<file path="src/rtl/ring_interlock_pkg.sv">
// Shared types and constants for the 8-route ring interlock: route indices,
// per-route state encoding and the ring-adjacency conflict mask.
package ring_interlock_pkg;

  localparam int NUM_ROUTES = 8;
  localparam int ROUTE_W    = 3;

  localparam int ROUTE_A = 0;
  localparam int ROUTE_B = 1;
  localparam int ROUTE_C = 2;
  localparam int ROUTE_D = 3;
  localparam int ROUTE_E = 4;
  localparam int ROUTE_F = 5;
  localparam int ROUTE_G = 6;
  localparam int ROUTE_H = 7;

  typedef enum logic [1:0] {
    FREE      = 2'd0,
    SETTING   = 2'd1,
    LOCKED    = 2'd2,
    RELEASING = 2'd3
  } route_state_t;

  // Route k conflicts with its two ring neighbours; H and A wrap around.
  function automatic logic [NUM_ROUTES-1:0] neighbours(input int unsigned k);
    logic [NUM_ROUTES-1:0] mask;
    logic [ROUTE_W-1:0]    kk;
    mask = '0;
    kk   = ROUTE_W'(k);
    mask[kk + ROUTE_W'(1)] = 1'b1;
    mask[kk - ROUTE_W'(1)] = 1'b1;
    return mask;
  endfunction

endpackage

</file>
<file path="src/rtl/ring_route_fsm.sv">
// One route's lifecycle: FREE -> SETTING -> LOCKED -> RELEASING -> FREE,
// with a down-counter timing the setting and release phases.
module ring_route_fsm
  import ring_interlock_pkg::*;
#(
  parameter int unsigned SET_CYCLES = 4,
  parameter int unsigned REL_CYCLES = 3
) (
  input  logic         i_clk,
  input  logic         i_rst_n,
  input  logic         start,
  input  logic         release_req,
  output route_state_t state,
  output logic         busy,
  output logic         err
);

  route_state_t state_q, state_d;
  logic [7:0]   cnt_q, cnt_d;

  // NOTE: every signal written here gets a default first, so no path leaves
  // it unassigned and no latch is inferred.
  always_comb begin
    state_d = state_q;
    cnt_d   = cnt_q;
    err     = 1'b0;
    unique case (state_q)
      FREE: begin
        err = release_req;
        if (start) begin
          state_d = SETTING;
          cnt_d   = 8'(SET_CYCLES - 1);
        end
      end
      SETTING: begin
        // A release while setting aborts straight into flank-protected release.
        if (release_req) begin
          state_d = RELEASING;
          cnt_d   = 8'(REL_CYCLES - 1);
        end else if (cnt_q == 8'd0) begin
          state_d = LOCKED;
        end else begin
          cnt_d = cnt_q - 8'd1;
        end
      end
      LOCKED: begin
        if (release_req) begin
          state_d = RELEASING;
          cnt_d   = 8'(REL_CYCLES - 1);
        end
      end
      RELEASING: begin
        err = release_req;
        if (cnt_q == 8'd0) begin
          state_d = FREE;
        end else begin
          cnt_d = cnt_q - 8'd1;
        end
      end
      default: state_d = FREE;
    endcase
  end

  // NOTE: state registers use non-blocking assignments so every flop samples
  // the pre-edge values regardless of process evaluation order.
  always_ff @(posedge i_clk or negedge i_rst_n) begin
    if (!i_rst_n) begin
      state_q <= FREE;
      cnt_q   <= 8'd0;
    end else begin
      state_q <= state_d;
      cnt_q   <= cnt_d;
    end
  end

  assign state = state_q;
  assign busy  = (state_q != FREE);

endmodule

</file>
<file path="src/rtl/ring_route_arbiter.sv">
// Ring route-setting controller: round-robin grants at most one conflict-free
// route per cycle and sequences each route through its timed phases.
module ring_route_arbiter
  import ring_interlock_pkg::*;
#(
  parameter int unsigned SET_CYCLES = 4,
  parameter int unsigned REL_CYCLES = 3
) (
  input  logic       i_clk,
  input  logic       i_rst_n,
  input  logic [7:0] i_req,
  input  logic [7:0] i_release,
  output logic [7:0] o_grant,
  output logic [7:0] o_busy,
  output logic [7:0] o_setting,
  output logic       o_err
);

  route_state_t              state [NUM_ROUTES];
  logic [NUM_ROUTES-1:0]     busy;
  logic [NUM_ROUTES-1:0]     err_vec;
  logic [NUM_ROUTES-1:0]     elig;
  logic [NUM_ROUTES-1:0]     start;
  logic [ROUTE_W-1:0]        rr_ptr_q, rr_ptr_d;
  logic [ROUTE_W-1:0]        idx;
  logic                      found;
  logic                      err_q, err_d;

  // A route is eligible only when it and both neighbours are FREE; with one
  // grant per cycle no neighbour can be granted alongside it.
  always_comb begin
    elig = '0;
    for (int unsigned k = 0; k < NUM_ROUTES; k++) begin
      elig[k] = i_req[k] && !busy[k] && ((busy & neighbours(k)) == '0);
    end
  end

  always_comb begin
    start    = '0;
    rr_ptr_d = rr_ptr_q;
    found    = 1'b0;
    idx      = rr_ptr_q;
    for (int unsigned i = 0; i < NUM_ROUTES; i++) begin
      idx = rr_ptr_q + ROUTE_W'(i);
      if (!found && elig[idx]) begin
        found      = 1'b1;
        start[idx] = 1'b1;
        rr_ptr_d   = idx + ROUTE_W'(1);
      end
    end
  end

  assign err_d = |err_vec;

  always_ff @(posedge i_clk or negedge i_rst_n) begin
    if (!i_rst_n) begin
      rr_ptr_q <= '0;
      err_q    <= 1'b0;
    end else begin
      rr_ptr_q <= rr_ptr_d;
      err_q    <= err_d;
    end
  end

  for (genvar k = 0; k < NUM_ROUTES; k++) begin : g_route
    ring_route_fsm #(
      .SET_CYCLES (SET_CYCLES),
      .REL_CYCLES (REL_CYCLES)
    ) u_fsm (
      .i_clk       (i_clk),
      .i_rst_n     (i_rst_n),
      .start       (start[k]),
      .release_req (i_release[k]),
      .state       (state[k]),
      .busy        (busy[k]),
      .err         (err_vec[k])
    );
  end

  always_comb begin
    o_grant   = '0;
    o_setting = '0;
    for (int unsigned k = 0; k < NUM_ROUTES; k++) begin
      o_grant[k]   = (state[k] == LOCKED);
      o_setting[k] = (state[k] == SETTING);
    end
  end

  assign o_busy = busy;
  assign o_err  = err_q;

endmodule

</file>
<file path="config.mk">
export PLATFORM = sky130hd
export DESIGN_NAME = ring_route_arbiter
export DESIGN_NICKNAME = d
export VERILOG_FILES = /design/src/rtl/ring_interlock_pkg.sv /design/src/rtl/ring_route_fsm.sv /design/src/rtl/ring_route_arbiter.sv
export SDC_FILE = /design/constraint.sdc
export NUM_CORES = 1
export LEC_CHECK = 0
export BUFFER_PORTS_ARGS = -buffer_cell sky130_fd_sc_hd__buf_2
export CORE_MARGIN = 3
export CORE_UTILIZATION = 50
export DETAILED_ROUTE_END_ITERATION = 16
export HOLD_SLACK_MARGIN = 0.08
export MAX_ROUTING_LAYER = met4
export PLACE_DENSITY_LB_ADDON = 0.12
export SYNTH_ARGS = -nofsm -noshare
export SYNTH_HDL_FRONTEND = slang
export SYNTH_SLANG_ARGS = --single-unit
export TNS_END_PERCENT = 1
</file>
<file path="constraint.sdc">
create_clock -name i_clk -period 5.2 [get_ports i_clk]
set_input_delay 0.26 -clock i_clk [delete_from_list [all_inputs] [get_ports i_clk]]
set_output_delay 0.26 -clock i_clk [all_outputs]
set_load 0.05 [all_outputs]
</file>
==> metrics.md <==
| Metric | Value |
|---|---|
| Fill count | `1,271` |
| Synth area leaders | `dfrtp_1, ha_1, o21ai_0` |
| Sequential fraction of the synthesis area | `28.6%` |
| Mapped cell area | `0.00735 mm2` |
| Syn Inst Count | `894` |
| Critical Setup Path Class | `flop to flop` |
| Yosys top cell area share | `28.6%` |
| Synth warn | `0` |
| Fraction of registers with async set or reset after synthesis | `100%` |
| Final Max Slew Viols | `0` |
| Initial antenna violation count | `0` |
| Router iterations before antenna repair | `5` |
| Sum of negative setup slack | `0 ps` |
| Area of the die | `0.0162 mm2` |
| Most frequent cells in the layout | `nor2_1, o21ai_0, dfrtp_1` |
| CTS buffer count | `9` |
| Worst Clk Skew | `8.58 ps` |
| CTS tree | `built` |
| Syn Area/Cell | `8.23 um2` |
| Post-Syn Nets | `971` |
| Grt ovf | `0` |
| Vias/cell | `6.56` |
| First-pass GRT wire length | `33,600 um` |
| Initial Utilization | `52.0%` |
| Reg2reg setup slack | `680 ps` |
| Startpoint types | `flop` |
| Clock Path Buffers | `2` |
| DRT Wirelength | `20,600 um` |
| DIE HEIGHT | `127 um` |
| H-tree levels | `3` |
| Relative slew slack | `33.5%` |
| Tot GR Track Use | `26.0%` |
| IO Pins | `43` |
| Outcome | `finished, final reports clean` |
| Final HPWL DP | `15,500 um` |
| Arr. time, crit path | `4760 ps` |
| Crit path to | `g_route[7].u_fsm.state[1]` |
| Max FO, Critical Path | `16` |
| Fmax | `221 MHz` |
| Residual DRC | `0` |
| Clk Latency, worst-skew pair | `350 ps` |
| # nets final | `994` |
| Leading area contributor after synthesis | `dfrtp_1` |
| Worst Reg2Reg Path Length in Cells | `11` |
| Inserted Diodes | `0` |
| Area growth syn-to-layout | `8.23%` |
| Final period util | `87.0%` |
| Vias post-DR | `7,226` |
| Placer Congestion | `1.05` |
| Final min period | `4520 ps` |
| Leading cell type in the layout, fill and taps excluded | `nor2_1` |
| Final Hold Fails | `0` |
| Final setup fails | `0` |
| Antenna-violating nets left | `0` |
| Max-cap violations | `0` |
| Main synth FF type | `dfrtp_1` |
| Largest net degree at the start of global routing | `50` |
| Flip-flop and latch count after synthesis | `84` |
| IO buf count | `42` |
| CTS Sinks | `84` |
| Fin worst setup slack | `676 ps` |
| Core ar. | `0.0141 mm2` |
| R2R Path Start | `g_route[3].u_fsm.state[0]` |
| Vias in the first global route | `6,817` |
| Unrepaired setup endpoints after global routing | `false` |
| Synth cell types | `86` |
| Placed cell areas | `0.00764 mm2` |
| Die W | `127 um` |
| Number of setup buffers added after CTS | `0` |
| Share of cells above drive strength 1 | `12.0%` |
| Wire per inst | `18.7 um` |
| Std-Cell Rows | `43` |
| Critical R2R Capture | `g_route[7].u_fsm.state[1]` |
| 1st-iter DRT viols | `535` |
| Pre-CTS setup slack | `812 ps` |
| CP Data Required Time | `5430 ps` |
| Core Util, Final | `56.3%` |
| CP startpoint | `g_route[3].u_fsm.state[0]` |
| Least-Margin Pin Slew | `993 ps` |
| Post-route cell area | `0.00796 mm2` |
| CTS clk-pin slew, worst paths | `60 ps` |
| Root Driver | `clkbuf_16` |
| CP Capture Type | `flop` |
| Worst hold path class | `input pin to flop` |
| Number of synthesized flops with an enable pin | `0` |
-- cell type report --
| cell class | count | area, um2 | share of cell area, % |
|---|---|---|---|
| clock buffer | 9 | 225 | 2.83 |
| clock inverter | 7 | 81.3 | 1.02 |
| inverter | 60 | 225 | 2.83 |
| multi-input combinational | 711 | 4820 | 60.5 |
| sequential | 84 | 2100 | 26.4 |
| tap | 180 | 225 | 2.83 |
| timing repair buffer | 51 | 283 | 3.55 |
-- kinds of logic (layout without fill, tap and decap cells) --
| family | after synthesis | count (layout) | synth area share, % |
|---|---|---|---|
| AO/OA/AOI/OAI | 307 | 307 | 29.3 |
| flip-flops | 84 | 84 | 28.6 |
| buffers and inverters | 99 | 127 | 5.90 |
| AND/OR/NAND/NOR | 318 | 318 | 21.9 |
| multiplexers | 20 | 20 | 3.49 |
| XOR/XNOR | 7 | 7 | 0.834 |
| adder cells (fa/ha/maj) | 59 | 59 | 10.0 |
-- metal layers --
metal / vias up / global-route usage, % / part of all wire, % / routed length [um]
met3: 77 / 5.02 / 7.8 / 1600
met2: 327 / 39.5 / 44 / 9090
li1: 3379 / - / - / -
met1: 3443 / 34.1 / 44 / 9130
met5: - / - / 0 / 0
met4: 0 / 10.8 / 3.9 / 803
-- worst max-delay path, cell delays in order (launching register included) --
cell and delay, ps:
dfrtp_1 420, inv_1 150, ha_1 440, nand4_1 360
mux4_1 670, mux2i_4 540, nor3_4 170, a32o_1 310
mux2i_1 300, o211ai_1 470, nand2_1 220, mux2_2 350
-- synthesized netlist by cell type, types with 4 or more instances --
library cell and count:
nor4_1 7, o21a_1 5, o2bb2ai_1 10, a211oi_1 6, xnor2_1 5, nand4_1 11, or3_1 20, ha_1 59
or4_1 5, a31oi_1 8, o41ai_1 7, buf_2 11, a21oi_1 45, nand2b_1 21, nor3_1 31, clkbuf_1 14
nand3_1 21, nor2b_1 13, mux2_2 8, and3_1 7, a22o_1 12, inv_1 60, mux2i_1 8, or2_2 13
o211ai_1 11, nor2_1 93, o31ai_1 20, dfrtp_1 84, o22a_1 7, buf_4 9, o21ai_0 86, o22ai_1 16
a22oi_1 4, a32o_1 8, o221ai_1 8, nand2_1 58
-- stage by stage --
step           instances  hold WS [ps]
6_report            1102           296
5_1_grt             1102           334
4_1_cts             1102           279
3_5_place_dp        1085           264
3_3_place_gp        1085           256
2_1_floorplan        894         -35.6
-- how the worst min path moves through the flow --
stage | startpoint | endpoint | slack [ps] | cells past startpoint
floorplan | i_rst_n | g_route[0].u_fsm.cnt_q[0] | -40 | 0
global placement | i_rst_n | g_route[2].u_fsm.cnt_q[3] | 260 | 1
detailed placement | i_rst_n | g_route[2].u_fsm.cnt_q[5] | 260 | 1
CTS | i_release[0] | g_route[0].u_fsm.state[0] | 280 | 3
global route | i_release[0] | g_route[0].u_fsm.state[0] | 330 | 3
finish | i_release[0] | g_route[0].u_fsm.state[0] | 300 | 3
-- flip-flops by register name, indices dropped and copies added, names as in the netlist --
name / flops
g_route.u_fsm.cnt_q: 64
g_route.u_fsm.state: 16
o_err: 1
rr_ptr_q: 3
-- what timing repair did --
action                                  in CTS  in global routing
endpoints found under the hold margin       35                  0
endpoints found under the setup margin       0                  0
hold buffers                                 1                  0
gates resized for setup                      0                  0
Power is left out: the tool's default activity adds up to more than one toggle a clock period on the data nets, which glitch-free logic cannot reach.
